### config.mk
export PLATFORM = sky130hd
export DESIGN_NAME = osd_spi_tx
export DESIGN_NICKNAME = d
export VERILOG_FILES = /design/src/rtl/osd_spi_tx_pkg.sv /design/src/rtl/osd_spi_bitcell.sv /design/src/rtl/osd_spi_tx.sv
export SDC_FILE = /design/constraint.sdc
export NUM_CORES = 1
export LEC_CHECK = 0
export BUFFER_PORTS_ARGS = -buffer_cell sky130_fd_sc_hd__buf_4
export CAP_MARGIN = 10
export CELL_PAD_IN_SITES_DETAIL_PLACEMENT = 0
export CELL_PAD_IN_SITES_GLOBAL_PLACEMENT = 1
export CORE_MARGIN = 2
export CORE_UTILIZATION = 45
export DETAILED_ROUTE_END_ITERATION = 6
export HOLD_SLACK_MARGIN = 0.06
export PLACE_DENSITY = 0.9
export SYNTH_ARGS = -nofsm -noshare
export SYNTH_HDL_FRONTEND = slang
export SYNTH_SLANG_ARGS = --single-unit
### constraint.sdc
create_clock -name clk_sys -period 2.7 [get_ports clk_sys]
set_input_delay 0.675 -clock clk_sys [delete_from_list [all_inputs] [get_ports clk_sys]]
set_output_delay 0.675 -clock clk_sys [all_outputs]
set_load 0.01 [all_outputs]
### src/rtl/osd_spi_tx_pkg.sv
// Shared OSD command constants, FSM state type and command-byte helper.
// The OSD receiver side uses the same constants.
package osd_spi_tx_pkg;

    localparam logic [7:0] OSD_CMD_WRITE  = 8'h20;
    localparam logic [7:0] OSD_CMD_ENABLE = 8'h40;
    localparam int         OSD_LINES      = 8;
    localparam int         OSD_LINE_BYTES = 256;

    typedef enum logic [2:0] {
        ST_IDLE,
        ST_SEL,
        ST_SHIFT,
        ST_FETCH,
        ST_FLUSH,
        ST_TAIL,
        ST_GAP
    } state_t;

    function automatic logic [7:0] osd_cmd_byte(input logic wr, input logic en,
                                                input logic [2:0] line);
        return wr ? (OSD_CMD_WRITE | {5'b00000, line}) : (OSD_CMD_ENABLE | {7'b0000000, en});
    endfunction

endpackage

### src/rtl/osd_spi_bitcell.sv
// SPI bit-cell engine: CLK_DIV-cycle low/high phases, MSB-first 8-bit shifter.
// o_byte_done fires on the cycle whose clock edge ends the last high phase.
module osd_spi_bitcell #(
    parameter int CLK_DIV = 4
) (
    input  logic       clk_sys,
    input  logic       reset,
    input  logic       i_load,
    input  logic       i_start,
    input  logic       i_single,
    input  logic [7:0] i_byte,
    output logic       o_sck,
    output logic       o_di,
    output logic       o_byte_done
);

    localparam int            CW      = $clog2(CLK_DIV) + 1;
    localparam logic [CW-1:0] PH_LAST = CW'(CLK_DIV - 1);

    logic          r_active;
    logic          r_high;
    logic [CW-1:0] r_cnt;
    logic [2:0]    r_bit;
    logic [7:0]    r_sr;
    logic          r_sck;
    logic          w_ph_end;

    assign w_ph_end    = r_active && (r_cnt == PH_LAST);
    assign o_byte_done = w_ph_end && r_high && (r_bit == 3'd7);
    assign o_sck       = r_sck;
    assign o_di        = r_sr[7];

    always_ff @(posedge clk_sys) begin
        if (reset) begin
            r_active <= 1'b0;
            r_high   <= 1'b0;
            r_cnt    <= '0;
            r_bit    <= 3'd0;
            r_sr     <= 8'h00;
            r_sck    <= 1'b0;
        end else if (i_load) begin
            // A single-bit cell (flush) starts at the last bit position
            r_sr     <= i_byte;
            r_bit    <= i_single ? 3'd7 : 3'd0;
            r_active <= i_start;
            r_high   <= 1'b0;
            r_cnt    <= '0;
            r_sck    <= 1'b0;
        end else if (i_start) begin
            r_active <= 1'b1;
            r_high   <= 1'b0;
            r_cnt    <= '0;
            r_sck    <= 1'b0;
        end else if (r_active) begin
            if (!w_ph_end) begin
                r_cnt <= r_cnt + 1'b1;
            end else begin
                r_cnt <= '0;
                if (!r_high) begin
                    r_high <= 1'b1;
                    r_sck  <= 1'b1;
                end else begin
                    r_high <= 1'b0;
                    r_sck  <= 1'b0;
                    if (r_bit == 3'd7) begin
                        r_active <= 1'b0;
                    end else begin
                        r_bit <= r_bit + 3'd1;
                        r_sr  <= {r_sr[6:0], 1'b0};
                    end
                end
            end
        end
    end

endmodule

### src/rtl/osd_spi_tx.sv
// OSD command-port SPI master: sends the command byte, optional line payload,
// a flush cell, then holds SS3 high for a CS_GAP guard period.
module osd_spi_tx
    import osd_spi_tx_pkg::*;
#(
    parameter int CLK_DIV = 4,
    parameter int CS_GAP  = 8
) (
    input  logic       clk_sys,
    input  logic       reset,
    input  logic       cmd_valid,
    output logic       cmd_ready,
    input  logic       cmd_write,
    input  logic       cmd_enable,
    input  logic [2:0] cmd_line,
    input  logic [7:0] cmd_len_m1,
    input  logic       data_valid,
    output logic       data_ready,
    input  logic [7:0] data,
    output logic       busy,
    output logic       done,
    output logic       SPI_SCK,
    output logic       SPI_SS3,
    output logic       SPI_DI,
    output state_t     o_dbg_state
);

    localparam int            WMAX     = (CLK_DIV > CS_GAP) ? CLK_DIV : CS_GAP;
    localparam int            WW       = $clog2(WMAX) + 1;
    localparam logic [WW-1:0] CD_LAST  = WW'(CLK_DIV - 1);
    localparam logic [WW-1:0] GAP_LAST = WW'(CS_GAP - 1);

    state_t        r_state;
    state_t        w_next;
    logic [WW-1:0] r_wait;
    logic [7:0]    r_bytes;
    logic          r_is_write;
    logic          r_in_data;
    logic          r_ss3;
    logic          r_busy;
    logic          r_done;

    logic          w_load;
    logic          w_start;
    logic          w_single;
    logic [7:0]    w_byte;
    logic          w_byte_done;

    // Handshakes: a transfer happens on a rising edge where valid && ready;
    // ready is a pure state decode and never depends on valid.
    assign cmd_ready   = (r_state == ST_IDLE);
    assign data_ready  = (r_state == ST_FETCH);
    assign busy        = r_busy;
    assign done        = r_done;
    assign SPI_SS3     = r_ss3;
    assign o_dbg_state = r_state;

    osd_spi_bitcell #(.CLK_DIV(CLK_DIV)) u_bitcell (
        .clk_sys     (clk_sys),
        .reset       (reset),
        .i_load      (w_load),
        .i_start     (w_start),
        .i_single    (w_single),
        .i_byte      (w_byte),
        .o_sck       (SPI_SCK),
        .o_di        (SPI_DI),
        .o_byte_done (w_byte_done)
    );

    always_comb begin
        w_next   = r_state;
        w_load   = 1'b0;
        w_start  = 1'b0;
        w_single = 1'b0;
        w_byte   = osd_cmd_byte(cmd_write, cmd_enable, cmd_line);
        case (r_state)
            ST_IDLE: begin
                if (cmd_valid) begin
                    w_load = 1'b1;
                    w_next = ST_SEL;
                end
            end
            ST_SEL: begin
                if (r_wait == CD_LAST) begin
                    w_start = 1'b1;
                    w_next  = ST_SHIFT;
                end
            end
            ST_SHIFT: begin
                if (w_byte_done) begin
                    if (!r_is_write) begin
                        w_next = ST_TAIL;
                    end else if (r_in_data && (r_bytes == 8'd0)) begin
                        // Extra zero cell lets the receiver commit the last byte
                        w_load   = 1'b1;
                        w_start  = 1'b1;
                        w_single = 1'b1;
                        w_byte   = 8'h00;
                        w_next   = ST_FLUSH;
                    end else begin
                        w_next = ST_FETCH;
                    end
                end
            end
            ST_FETCH: begin
                if (data_valid) begin
                    w_load  = 1'b1;
                    w_start = 1'b1;
                    w_byte  = data;
                    w_next  = ST_SHIFT;
                end
            end
            ST_FLUSH: begin
                if (w_byte_done) w_next = ST_TAIL;
            end
            ST_TAIL: begin
                if (r_wait == CD_LAST) w_next = ST_GAP;
            end
            ST_GAP: begin
                if (r_wait == GAP_LAST) w_next = ST_IDLE;
            end
            default: w_next = ST_IDLE;
        endcase
    end

    always_ff @(posedge clk_sys) begin
        if (reset) begin
            r_state    <= ST_IDLE;
            r_wait     <= '0;
            r_bytes    <= 8'd0;
            r_is_write <= 1'b0;
            r_in_data  <= 1'b0;
            r_ss3      <= 1'b1;
            r_busy     <= 1'b0;
            r_done     <= 1'b0;
        end else begin
            r_state <= w_next;
            r_done  <= 1'b0;
            r_wait  <= (w_next != r_state) ? '0 : r_wait + 1'b1;
            case (r_state)
                ST_IDLE: begin
                    if (cmd_valid) begin
                        r_bytes    <= cmd_len_m1;
                        r_is_write <= cmd_write;
                        r_in_data  <= 1'b0;
                        r_ss3      <= 1'b0;
                        r_busy     <= 1'b1;
                    end
                end
                ST_SHIFT: begin
                    if (w_byte_done && r_in_data) r_bytes <= r_bytes - 8'd1;
                end
                ST_FETCH: begin
                    if (data_valid) r_in_data <= 1'b1;
                end
                ST_TAIL: begin
                    if (w_next == ST_GAP) begin
                        r_ss3  <= 1'b1;
                        r_done <= 1'b1;
                    end
                end
                ST_GAP: begin
                    if (w_next == ST_IDLE) r_busy <= 1'b0;
                end
                default: ;
            endcase
        end
    end

endmodule

-- Word level (Yosys, flattened, before mapping)
Index checks and enable logic that the tools add are counted.
- memory bits (read-only): 0
- logic and storage cells: 120
- memories kept: 0
- register bits after elaboration: 36
- bits in writable memories: 0
- latch bits: 0
- $mul: 0
- add/subtract/negate cells: 4
- bitwise logic cells: 1
- shifts and indexed selects: 0
- reduce and logical (&&, ||, !) cells: 25
- equality and inequality tests: 19
- magnitude comparators: 0
- divide/modulo/power cells: 0
- muxes and demuxes: 58
- operators with widths (operator ; number):
    $mux 8 ; 9
    $mux 3 ; 17
    $pmux 8 s2 ; 2
    $mux 7 ; 4
    $pmux 3 s7 ; 1
    $mux 1 ; 20
    $eq 3x3->1 const B ; 5
    $reduce_bool 2->1 ; 7
    $reduce_and 3->1 ; 4
    $ne 2x2->1 const B ; 5
    $eq 3x2->1 const B ; 3
    $logic_not 8->1 ; 1
    $sub 8x1->8 const B ; 1
    $add 3x1->3 const B ; 2
    $logic_not 3->1 ; 2
    $pmux 1 s2 ; 3
    $pmux 1 s3 ; 2
    $logic_and 1x1->1 ; 5
    $reduce_and 5->1 ; 1
    $add 4x1->4 const B ; 1
    $eq 4x2->1 const B ; 1
    $eq 4x3->1 const B ; 1
    $ne 2x1->1 const B ; 2
    $reduce_and 2->1 ; 2
    5 further kinds ; 6

-- Depth between registers and ports, before layout
Gate-level depths: netlist of run 1.
- depth after elaboration: 9
- mapped depth: 8
- depth with buffers taken out: 7

-- By module
A second synthesis of run 1 with hierarchy kept.
- cell total of the unflattened synthesis: 263
- area total of the unflattened synthesis: 2148.3 um2
- modules (own cells, without submodules) (module ; cells each ; seq. area each (um2) ; instances ; area each (um2)):
    osd_spi_tx ; 171 ; 400.4 ; 1 ; 1327.5
    osd_spi_bitcell ; 92 ; 320.3 ; 1 ; 820.8

-- Worst setup path before layout of run 1
No wires, ideal clock.
- path kind: in2reg
- start point: input port cmd_valid
- end point: register u_bitcell.r_sr[1]
- stages: 6
- slack: 0.822 ns
- data arrival time: 1.760 ns
- cell sequence: or3b_1 -> a21o_1 -> o31ai_4 -> buf_6 -> nor3_1 -> a32o_1
- cells in the longest elaborated chain, start to end: 4
- elaborated cells between the ends (all ways): 9
- classes of those cells: eq/ne: 2; mux: 3; reduce/logical: 4
- RTL lines (element ; RTL line ; source):
    start, declared ; osd_spi_tx.sv:11 ; input logic cmd_valid,
    $mux 1 * ; osd_spi_tx.sv:78 ; if (cmd_valid) begin
    $pmux 1 s3 * ; osd_spi_tx.sv:76 ; case (r_state)
    $ne 2x1->1 (no line) / $reduce_bool 2->1 (equally long branches) ; n/a ;
    $reduce_and 5->1 (no line) ; n/a ;
    end signal, assigned ; osd_spi_bitcell.sv:43 ; r_sr <= i_byte;
    end signal, assigned ; osd_spi_bitcell.sv:69 ; r_sr <= {r_sr[6:0], 1'b0};
    end, declared ; osd_spi_bitcell.sv:24 ; logic [7:0] r_sr;
Mark *: on every way between the ends. The rest lies on a longest branch, timed or not.
A chain may end at the register's enable or synchronous reset.

-- Worst setup path after layout of run 1
- start point: register r_state[0] (netlist: o_dbg_state[0])
- end point: output port data_ready
- cells in the longest elaborated chain, start to end: 1
- RTL lines (element ; RTL line ; source):
    start, declared ; osd_spi_tx.sv:33 ; state_t r_state;
    start signal, assigned ; osd_spi_tx.sv:137 ; r_state <= w_next;
    $eq 3x2->1 ; osd_spi_tx.sv:52 ; assign data_ready = (r_state == ST_FETCH);
    end, declared ; osd_spi_tx.sv:18 ; output logic data_ready,
No other way between the ends.

==> results.cfg, run 1 <==
[clock_network]
post_cts_resized = 0
clk_pin_slew_ps = 70
ctsHtreeMaxLevel = 2
postCtsHoldBufs = 0
insertion_delay_ps = 280
root_buffer = clkbuf_8
cts.sinks = 36
cts_tree = built
cts.path.max_buffers = 2
numCtsBuffers = 5
post_cts_buffers = 0

[detailed_routing]
wl_per_cell_um = 14.5
drt_iter0_drc = 163
vias = 1924
drc = 0
firstDrtPassIters = 4
avgViaCountPerCell = 5.83
antenna_left = 0
wl_um = 4790

[hold_path]
timing.hold.worst_endpoint = u_bitcell.r_cnt[2]
hold_class = reg2reg
holdPathStages = 2
holdCritStartpoint = u_bitcell.r_cnt[2]

[floorplanning]
dieArea_um2 = 5270
fp.dieH_um = 72.6
io_pins = 35
start_util = 0.476
die_w_um = 72.6
rows = 24
core_area_um2 = 4440

[logic_synthesis]
yosys_register_bits = 36
syn_nets = 281
yosys_warnings = 0
syn_area_um2 = 2120
synth_cell_types = 58
ys.flop_type = dfxtp_1
ys_async_sr_fraction = 0
syn_avg_cell_area_um2 = 8.47
seq_area_frac_synth = 0.340
synthCells = 250
synth_edf_count = 0

[worst_setup_path]
crit_buf_inv = 2
ff2ff_path_depth = 4
slowest_stage = dfxtp_1
worstPathRequired_ps = 2030
endpoint_kind = output pin
rr_endpoint = u_bitcell.r_sr[5]
r2r_setup_slack_ps = 570
critPathMaxFanout = 21
crit_chain = inv_1 > nor2_1 > buf_4
cp_slowest_stage_delay_ps = 770
worstSetupStartpointType = register
critPathKind = reg2out
cp_top_family = flip-flops
r2r_start = o_dbg_state[1]
crit_arrival_ps = 1500

[layout]
fill_cells = 424
multi_input_area_um2 = 1290
diodes = 0
syn2layout_area_growth_pct = 16.1
utilization = 0.553
fin_nets = 309
drive_gt1_frac = 0.212
ff_latch_area_um2 = 721

[sta]
tns_ps = 0
rsz0062_at_grt = false
finalCritPeriodShare = 0.805
setup_ws_ps = 527
max_freq_ghz = 0.460
drv_slew = 0
relSlewSlack = 0.532
tightest_slew_ps = 701
hold_slack_ps = 465
setup_violations = 0
hold_viol_final = 0
finalClockSkew_ps = 8.05
min_period_ps = 2170

[placed_design]
gp_congestion = 0.800
port_buffers = 34
dpl_worst_slack_ps = 590
dp_hpwl_um = 3440

[global_route]
grt_pass1_vias = 1827
grt_max_degree = 37
grt-ovfl-total = 0
grt_pass1_wl_um = 8290
grt_usage = 0.198
antenna_found_initial = 0

[power_and_ir_drop]
power.leakage_nw = 0.982
vdd_ir_drop_max_v = 0.000239
cellPowerDensity_nw_per_um2 = 466
power.total_mw = 1.14

[outcome]
status = finished, final reports clean

[run]
max_cap_violations = 0
## through the flow
step           instances  instance area (um2)
6_report             330                 2460
5_1_grt              330                 2460
4_1_cts              330                 2460
3_5_place_dp         323                 2380
3_3_place_gp         323                 2380
2_1_floorplan        250                 2120
## how the worst max path moves through the flow
| stage | startpoint | end | depth (start not counted) |
|---|---|---|---|
| floorplan | cmd_valid | u_bitcell.r_sr[1] | 6 |
| global placement | o_dbg_state[1] | u_bitcell.r_sr[2] | 4 |
| detailed placement | o_dbg_state[0] | r_wait[3] | 6 |
| CTS | o_dbg_state[0] | data_ready | 3 |
| global route | o_dbg_state[0] | data_ready | 3 |
| finish | o_dbg_state[0] | data_ready | 3 |
## power breakdown
group	total (mW)	switching [mW]	internal, mW
Sequential	0.591	0.0315	0.559
Clock	0.357	0.182	0.175
Combinational	0.196	0.101	0.0943
## worst reg2reg max path, stage by stage, from the launching register on
cell and delay [ps]:
dfxtp_1 660, or3b_1 460, o31ai_4 530, a211oi_1 140, a311oi_2 260
## sequential cells by signal (all words and copies together) (netlist names)
| name | count |
|---|---|
| SPI_SS3 | 1 |
| busy | 1 |
| done | 1 |
| o_dbg_state | 3 |
| r_bytes | 8 |
| r_in_data | 1 |
| r_is_write | 1 |
| r_wait | 4 |
| u_bitcell.r_active | 1 |
| u_bitcell.r_bit | 3 |
| u_bitcell.r_cnt | 3 |
| u_bitcell.r_high | 1 |
| u_bitcell.r_sr | 8 |
## layer usage
metal / up-vias / wire [um] / global-route usage / part of all wire
li1: 986 / - / - / -
met1: 896 / 2340 / 0.276 / 0.49
met2: 40 / 2230 / 0.312 / 0.46
met3: 2 / 199 / 0.0414 / 0.042
met4: 0 / 27 / 0.0535 / 0.0056
met5: - / 0 / 0 / 0
## synthesized netlist by cell type (4+ instances only)
library cell,instances,area (um2)
clkbuf_1,7,26.3
nor2b_1,5,31.3
nor4_1,4,25.0
nand2b_1,8,50.1
a211oi_1,7,52.6
nand2_1,25,93.8
o21ai_1,4,20.0
nand3_1,10,50.1
ha_1,6,75.1
dfxtp_1,36,721
o32ai_1,4,35.0
inv_1,5,18.8
a21oi_1,18,90.1
o21ai_0,5,25.0
nor3_1,11,55.1
nor2_1,20,75.1
buf_2,7,35.0
## area by class of cell
| class | count | share of cell area |
|---|---|---|
| Clock buffer | 6 | 0.0295 |
| Clock inverter | 1 | 0.00204 |
| Inverter | 5 | 0.00764 |
| Multi-Input combinational cell | 192 | 0.525 |
| Sequential cell | 36 | 0.293 |
| Tap cell | 52 | 0.0265 |
| Timing Repair Buffer | 38 | 0.116 |
## layout by cell type (no fill, tap or decap), drive strengths merged, types with 2 or more instances in the layout
| master | count |
|---|---|
| nand4 | 2 |
| ha | 6 |
| nor4 | 5 |
| nand3 | 10 |
| inv | 5 |
| a22oi | 3 |
| dfxtp | 36 |
| o31ai | 3 |
| a31oi | 3 |
| nand2b | 8 |
| a21o | 3 |
| or3b | 2 |
| mux2i | 2 |
| a211oi | 10 |
| o21ai | 9 |
| nor3 | 11 |
| and3 | 3 |
| or3 | 3 |
| o32ai | 4 |
| a21oi | 18 |
| nand2 | 25 |
| xnor2 | 3 |
| nor2 | 20 |
| and4b | 2 |
| mux2 | 3 |
| a32o | 2 |
| buf | 38 |
| nand3b | 3 |
| a311oi | 4 |
| clkbuf | 6 |
| nor4b | 2 |
| nor2b | 5 |
| or2 | 2 |
| nor3b | 3 |
## cell families (layout without fill, tap and decap cells)
kind of cell,after synthesis,count (layout),synth area share
XOR/XNOR,4,4,0.0166
AO/OA/AOI/OAI,67,67,0.239
flip-flops,36,36,0.340
buffers and inverters,22,50,0.0502
AND/OR/NAND/NOR,110,110,0.293
multiplexers,5,5,0.0254
adder cells (fa/ha/maj),6,6,0.0355
Note: power is estimated with default switching activity, not from simulation.
==> run 2, diff against run 1 <==
--- a/config.mk
+++ b/config.mk
@@ -5,15 +5,16 @@
 export SDC_FILE = /design/constraint.sdc
 export NUM_CORES = 1
 export LEC_CHECK = 0
+export ABC_AREA = 1
 export BUFFER_PORTS_ARGS = -buffer_cell sky130_fd_sc_hd__buf_4
 export CAP_MARGIN = 10
 export CELL_PAD_IN_SITES_DETAIL_PLACEMENT = 0
 export CELL_PAD_IN_SITES_GLOBAL_PLACEMENT = 1
 export CORE_MARGIN = 2
-export CORE_UTILIZATION = 45
+export CORE_UTILIZATION = 36
 export DETAILED_ROUTE_END_ITERATION = 6
 export HOLD_SLACK_MARGIN = 0.06
-export PLACE_DENSITY = 0.9
+export PLACE_DENSITY = 0.81
 export SYNTH_ARGS = -nofsm -noshare
 export SYNTH_HDL_FRONTEND = slang
 export SYNTH_SLANG_ARGS = --single-unit
==> constraint.sdc (replaced) <==
create_clock -name clk_sys -period 1.9 [get_ports clk_sys]
set_input_delay 0.475 -clock clk_sys [delete_from_list [all_inputs] [get_ports clk_sys]]
set_output_delay 0.475 -clock clk_sys [all_outputs]
set_load 0.01 [all_outputs]
==> run 2 against run 1 <==
Effect of this change:
- global-route usage down 3.9 points
- combinational power increased by 87%
- total power up 56%
- area after synthesis rose by 0.18%
- critical path depth rose by 6
- clock skew is 0.81 ps higher
- hold slack got worse by 29 ps
- via count rose by 5.0%
- sequential cell count is the same
==> results.cfg, run 2 <==
[worst_setup_path]
crit_buf_inv = 2
critPathMaxFanout = 13
crit_arrival_ps = 2040
critPathKind = reg2reg
cp_slowest_stage_delay_ps = 420
cp_top_family = simple AND/OR/NAND/NOR gates
worstSetupStartpointType = register
slowest_stage = dfxtp_1
endpoint_kind = register
worstPathRequired_ps = 2120
crit_chain = nand2_4 > nor2_2 > inv_4 > nor2_4 > nand3b_1 > nand2_2 > buf_4 > o211ai_1 > a21oi_1

[detailed_routing]
avgViaCountPerCell = 4.76
antenna_left = 0
firstDrtPassIters = 4
drt_iter0_drc = 55
drc = 0
wl_per_cell_um = 11.8
vias = 2020
wl_um = 4990

[logic_synthesis]
syn_nets = 336
ys_async_sr_fraction = 0
synth_top_area_frac = 0.340
synthTopCellsByCount = nand2_1 (76), nor2_1 (44), dfxtp_1 (36), inv_1 (25), nand3_1 (16)
yosys.area.top_type = dfxtp_1
syn_avg_cell_area_um2 = 6.95
synthCells = 305
synth_top_family_by_area = simple AND/OR/NAND/NOR gates
yosys-mux-area-fraction = 0.00472
synth_compound_area_frac = 0.135
yosys_warnings = 0
synth_cell_types = 36
synthAdderAreaFrac = 0.0354
yosysMostFrequentCell = nand2_1
synth_edf_count = 0
syn_area_um2 = 2120
ys.flop_type = dfxtp_1
yosys.area_share.simple = 0.381
seq_area_frac_synth = 0.340
yosys_register_bits = 36
synth_area_leaders = dfxtp_1 (34%), nand2_1 (13%), nor2_1 (7.8%)
synthXorXnorAreaFrac = 0.0124

[clock_network]
cts.path.max_buffers = 2
postCtsHoldBufs = 0
cts.sinks = 36
insertion_delay_ps = 290
ctsHtreeMaxLevel = 2
numCtsBuffers = 5
root_buffer = clkbuf_8
cts_tree = built
clk_pin_slew_ps = 80

[sta]
setup_ws_ps = 87.3
finalCritPeriodShare = 0.954
max_freq_ghz = 0.552
setup_violations = 0
finalClockSkew_ps = 8.86
min_period_ps = 1810
relSlewSlack = 0.713
rsz0062_at_grt = true
tightest_slew_ps = 430
drv_slew = 0
hold_slack_ps = 436
hold_viol_final = 0

[layout]
reg.largest.list = r_bytes: 8 flops, u_bitcell.r_sr: 8 flops, r_wait: 4 flops
drive_gt1_frac = 0.298
final_cell_mix = nand2_1 (74), buf_4 (45), nor2_1 (40), dfxtp_1 (34), inv_1 (25)
utilization = 0.477
fin_nets = 382
final_area_um2 = 2680
diodes = 0
fill_cells = 622
syn2layout_area_growth_pct = 26.1
layout_commonest_cell = nand2_1

[placed_design]
dpl_cell_area_um2 = 2490
dpl_worst_slack_ps = 63.8
dp_hpwl_um = 3710
gp_congestion = 0.775
port_buffers = 34

[outcome]
status = finished, final reports clean

[global_route]
grt-ovfl-total = 0
antenna_found_initial = 0
grt_usage = 0.159
grt_pass1_wl_um = 8050
grt_max_degree = 15
grt_pass1_vias = 1815

[floorplanning]
dieArea_um2 = 6520
core_area_um2 = 5610
fp.dieH_um = 80.8
rows = 27
io_pins = 35
start_util = 0.378
die_w_um = 80.8

[power_and_ir_drop]
power.total_mw = 1.79
cellPowerDensity_nw_per_um2 = 667
power.leakage_nw = 1.26
vdd_ir_drop_max_v = 0.000257

[hold_path]
hold_class = reg2reg

[run]
max_cap_violations = 0
run 2: cell types whose count changed in the layout (fill, tap and decap cells not counted), moves of 6 or more:
cell      change
a211oi_1      -7
a21oi_1       -7
buf_4         +7
inv_1        +20
nand2_1      +49
nand2_2       +7
nand2b_1      -8
nand3_1       +6
nor2_1       +20
nor2_2        +9
nor3_1        -8
o21ai_0       +9
o21ai_2       +6
run 2: final timing paths:
check                 startpoint  cells past startpoint          to  slack, ps
setup / recovery  o_dbg_state[1]                      9  r_bytes[5]         90
hold / removal         r_wait[0]                      1   r_wait[0]        440
setup reg to reg  o_dbg_state[1]                      9  r_bytes[5]         90
hold reg to reg        r_wait[0]                      1   r_wait[0]        440
run 2: final cells by class:
type                       count  area, um2  share of cell area
inverter                      32        128              0.0477
timing repair buffer          47        369               0.138
tap                           72       90.1              0.0337
sequential                    36        723               0.270
clock buffer                   6       82.6              0.0309
clock inverter                 2       10.0             0.00374
multi-input combinational    229       1270               0.476
run 2: cell families after synthesis:
group,count (synthesis)
AOI/OAI and AO/OA,48
muxes,1
and+or+nand+nor,170
buffers and inverters,41
xor gates and xnor gates,3
adders and majority gates,6
DFF,36
run 2: stage by stage:
step,cells,setup TNS [ps]
after global routing,424,-44.6
after CTS,421,0
after detailed placement,413,0
after floorplan,305,0
final,424,0
after global placement,413,0
run 2: layer usage:
layer | GRT usage | share of wire | up-vias
met5 | 0 | 0 | -
met4 | 0.0576 | 0.014 | 0
met3 | 0.0367 | 0.035 | 6
met2 | 0.245 | 0.45 | 30
met1 | 0.218 | 0.50 | 902
li1 | - | - | 1082
run 2: worst register-to-register path: stages, from the launching register on:
cell and delay (ps):
dfxtp_1 420, nand2_4 90, nor2_2 350, inv_4 150, nor2_4 140, nand3b_1 100, nand2_2 70, buf_4 160
o211ai_1 120, a21oi_1 150
run 2: power by group:
group / internal, mW / switching [mW]
Combinational: 0.161 / 0.206
Sequential: 0.806 / 0.0397
Clock: 0.290 / 0.283
run 2: repair_timing:
item                                   CTS  global route
setup endpoints to repair                0            26
setup buffers                            0             2
endpoints found under the hold margin    0             0
resized for setup                        0            18
==> run 3, diff against run 2 <==
--- a/config.mk
+++ b/config.mk
@@ -11,10 +11,12 @@
 export CELL_PAD_IN_SITES_DETAIL_PLACEMENT = 0
 export CELL_PAD_IN_SITES_GLOBAL_PLACEMENT = 1
 export CORE_MARGIN = 2
-export CORE_UTILIZATION = 36
+export CORE_UTILIZATION = 41
+export CTS_BUF_LIST = sky130_fd_sc_hd__clkbuf_4
 export DETAILED_ROUTE_END_ITERATION = 6
 export HOLD_SLACK_MARGIN = 0.06
-export PLACE_DENSITY = 0.81
+export PLACE_DENSITY = 0.87
+export REMOVE_ABC_BUFFERS = 1
 export SYNTH_ARGS = -nofsm -noshare
 export SYNTH_HDL_FRONTEND = slang
 export SYNTH_SLANG_ARGS = --single-unit
==> constraint.sdc (replaced) <==
create_clock -name clk_sys -period 2.06 [get_ports clk_sys]
set_input_delay 0.515 -clock clk_sys [delete_from_list [all_inputs] [get_ports clk_sys]]
set_output_delay 0.515 -clock clk_sys [all_outputs]
set_load 0.01 [all_outputs]
==> run 3 against run 2 <==
Effect of this change:
- via count decreased by 1.2%
- die area down 12%
- critical path depth increased by 3
- clock-buffer cell count decreased by 1
==> results.cfg, run 3 (synthesis gave the netlist of run 2 again) <==
[power_and_ir_drop]
power.internal_mw = 1.01
power.switching_uw = 469
vdd_ir_drop_max_v = 0.000263
clockPowerShare = 0.258
p_seq_frac = 0.526
combPwrFrac = 0.216
swShare = 0.316
cellPowerDensity_nw_per_um2 = 585
power.leakage_nw = 1.19

[layout]
diodes = 0
syn2layout_area_growth_pct = 19.6
final_cell_mix = nand2_1 (76), nor2_1 (44), buf_4 (40), dfxtp_1 (34), inv_1 (25)
layout_commonest_cell = nand2_1
reg.largest.list = r_bytes: 8 flops, u_bitcell.r_sr: 8 flops, r_wait: 4 flops
drive_gt1_frac = 0.261
fin_nets = 375

[worst_setup_path]
crit_arrival_ps = 2140
worstSetupStartpointType = register
cp_slowest_stage_delay_ps = 350
worstPathRequired_ps = 2310
endpoint_kind = register
crit_buf_inv = 2
cp_top_family = simple AND/OR/NAND/NOR gates
critPathKind = reg2reg
critPathMaxFanout = 14
slowest_stage = dfxtp_2
crit_chain = ha_1 > ha_1 > nand2_1 > inv_1 > nand2_2 > nor2_1 > nand3_2 > nand4_2 > nand2_8 > inv_4 > nor2_1 > nor2_2

[floorplanning]
core_area_um2 = 5040
fp.dieH_um = 75.9
rows = 26
die_w_um = 75.9
io_pins = 35
start_util = 0.421
dieArea_um2 = 5760

[global_route]
grt-ovfl-total = 0
grt_usage = 0.171
grt_max_degree = 15
grt_pass1_vias = 1864
grt_pass1_wl_um = 8150
antenna_found_initial = 0

[sta]
min_period_ps = 1890
hold_viol_final = 0
relSlewSlack = 0.727
finalCritPeriodShare = 0.917
finalClockSkew_ps = 17.3
tightest_slew_ps = 410
drv_slew = 0
max_freq_ghz = 0.530
hold_slack_ps = 413
tns_ps = 0
setup_violations = 0
rsz0062_at_grt = true

[clock_network]
cts.sinks = 36
ctsHtreeMaxLevel = 2
root_buffer = clkbuf_4
numCtsBuffers = 5
clk_pin_slew_ps = 120
insertion_delay_ps = 350
postCtsHoldBufs = 0
cts.path.max_buffers = 2
cts_tree = built

[detailed_routing]
drt_iter0_drc = 101
firstDrtPassIters = 4
antenna_left = 0
wl_um = 4590
drc = 0
avgViaCountPerCell = 4.81
wl_per_cell_um = 11.1
vias = 1996

[run]
max_cap_violations = 0

[outcome]
status = finished, final reports clean

[placed_design]
port_buffers = 34
gp_congestion = 0.781
dp_hpwl_um = 3480

[hold_path]
hold_class = in2reg
-- run 3: power by group through the flow --
stage               Clock [mW]  Combinational (mW)  Sequential (mW)
floorplan                    0               0.206            0.790
global placement             0               0.313            0.794
detailed placement           0               0.315            0.794
CTS                      0.403               0.316            0.779
global route             0.431               0.366            0.788
finish                   0.383               0.320            0.781
-- run 3: layer usage --
layer | global-route usage | vias to the layer above | share of wire
met5 | 0 | - | 0
met4 | 0.0491 | 0 | 0.010
met3 | 0.0452 | 4 | 0.050
met2 | 0.279 | 42 | 0.45
met1 | 0.222 | 882 | 0.49
li1 | - | 1068 | -
-- run 3: worst paths after layout --
check / start / to / slack [ps] / depth (start not counted)
max: u_bitcell.r_bit[0] / u_bitcell.r_sr[3] / 170 / 12
min reg2reg: r_wait[0] / r_wait[0] / 460 / 1
min: reset / r_bytes[7] / 410 / 2
max reg2reg: u_bitcell.r_bit[0] / u_bitcell.r_sr[3] / 170 / 12
-- run 3: per-stage QoR --
stage | cells | setup WS, ps | util | power [mW] | area [um2]
finish | 415 | 172 | 0.503 | 1.48 | 2540
global route | 415 | -11.3 | 0.503 | 1.59 | 2540
CTS | 414 | 24.2 | 0.497 | 1.50 | 2510
detailed placement | 406 | 56.6 | 0.486 | 1.11 | 2450
global placement | 406 | 153 | 0.486 | 1.11 | 2450
floorplan | 296 | 234 | - | 0.997 | 2050
-- run 3: final cells by class --
| type | count | area (um2) |
|---|---|---|
| inverters | 32 | 128 |
| flip-flops and latches | 36 | 723 |
| fillers | 534 | 2510 |
| repair buffers | 41 | 320 |
| multi-input cells | 228 | 1220 |
| clock buffers | 5 | 37.5 |
| well taps | 70 | 87.6 |
| clock inverters | 3 | 18.8 |
-- run 3: worst register-to-register path: cells and delay by family, from the launching register on --
family / cells / cell delay, ps
AND/OR/NAND/NOR: 8 / 920
adder cells (fa/ha/maj): 2 / 410
flip-flops: 1 / 350
buffers and inverters: 2 / 110
-- run 3: repair_timing --
action                                  CTS  global route
hold endpoints to repair                  0             0
endpoints found under the setup margin    0            11
gates resized for setup                   0             6
buffers inserted                          0             1
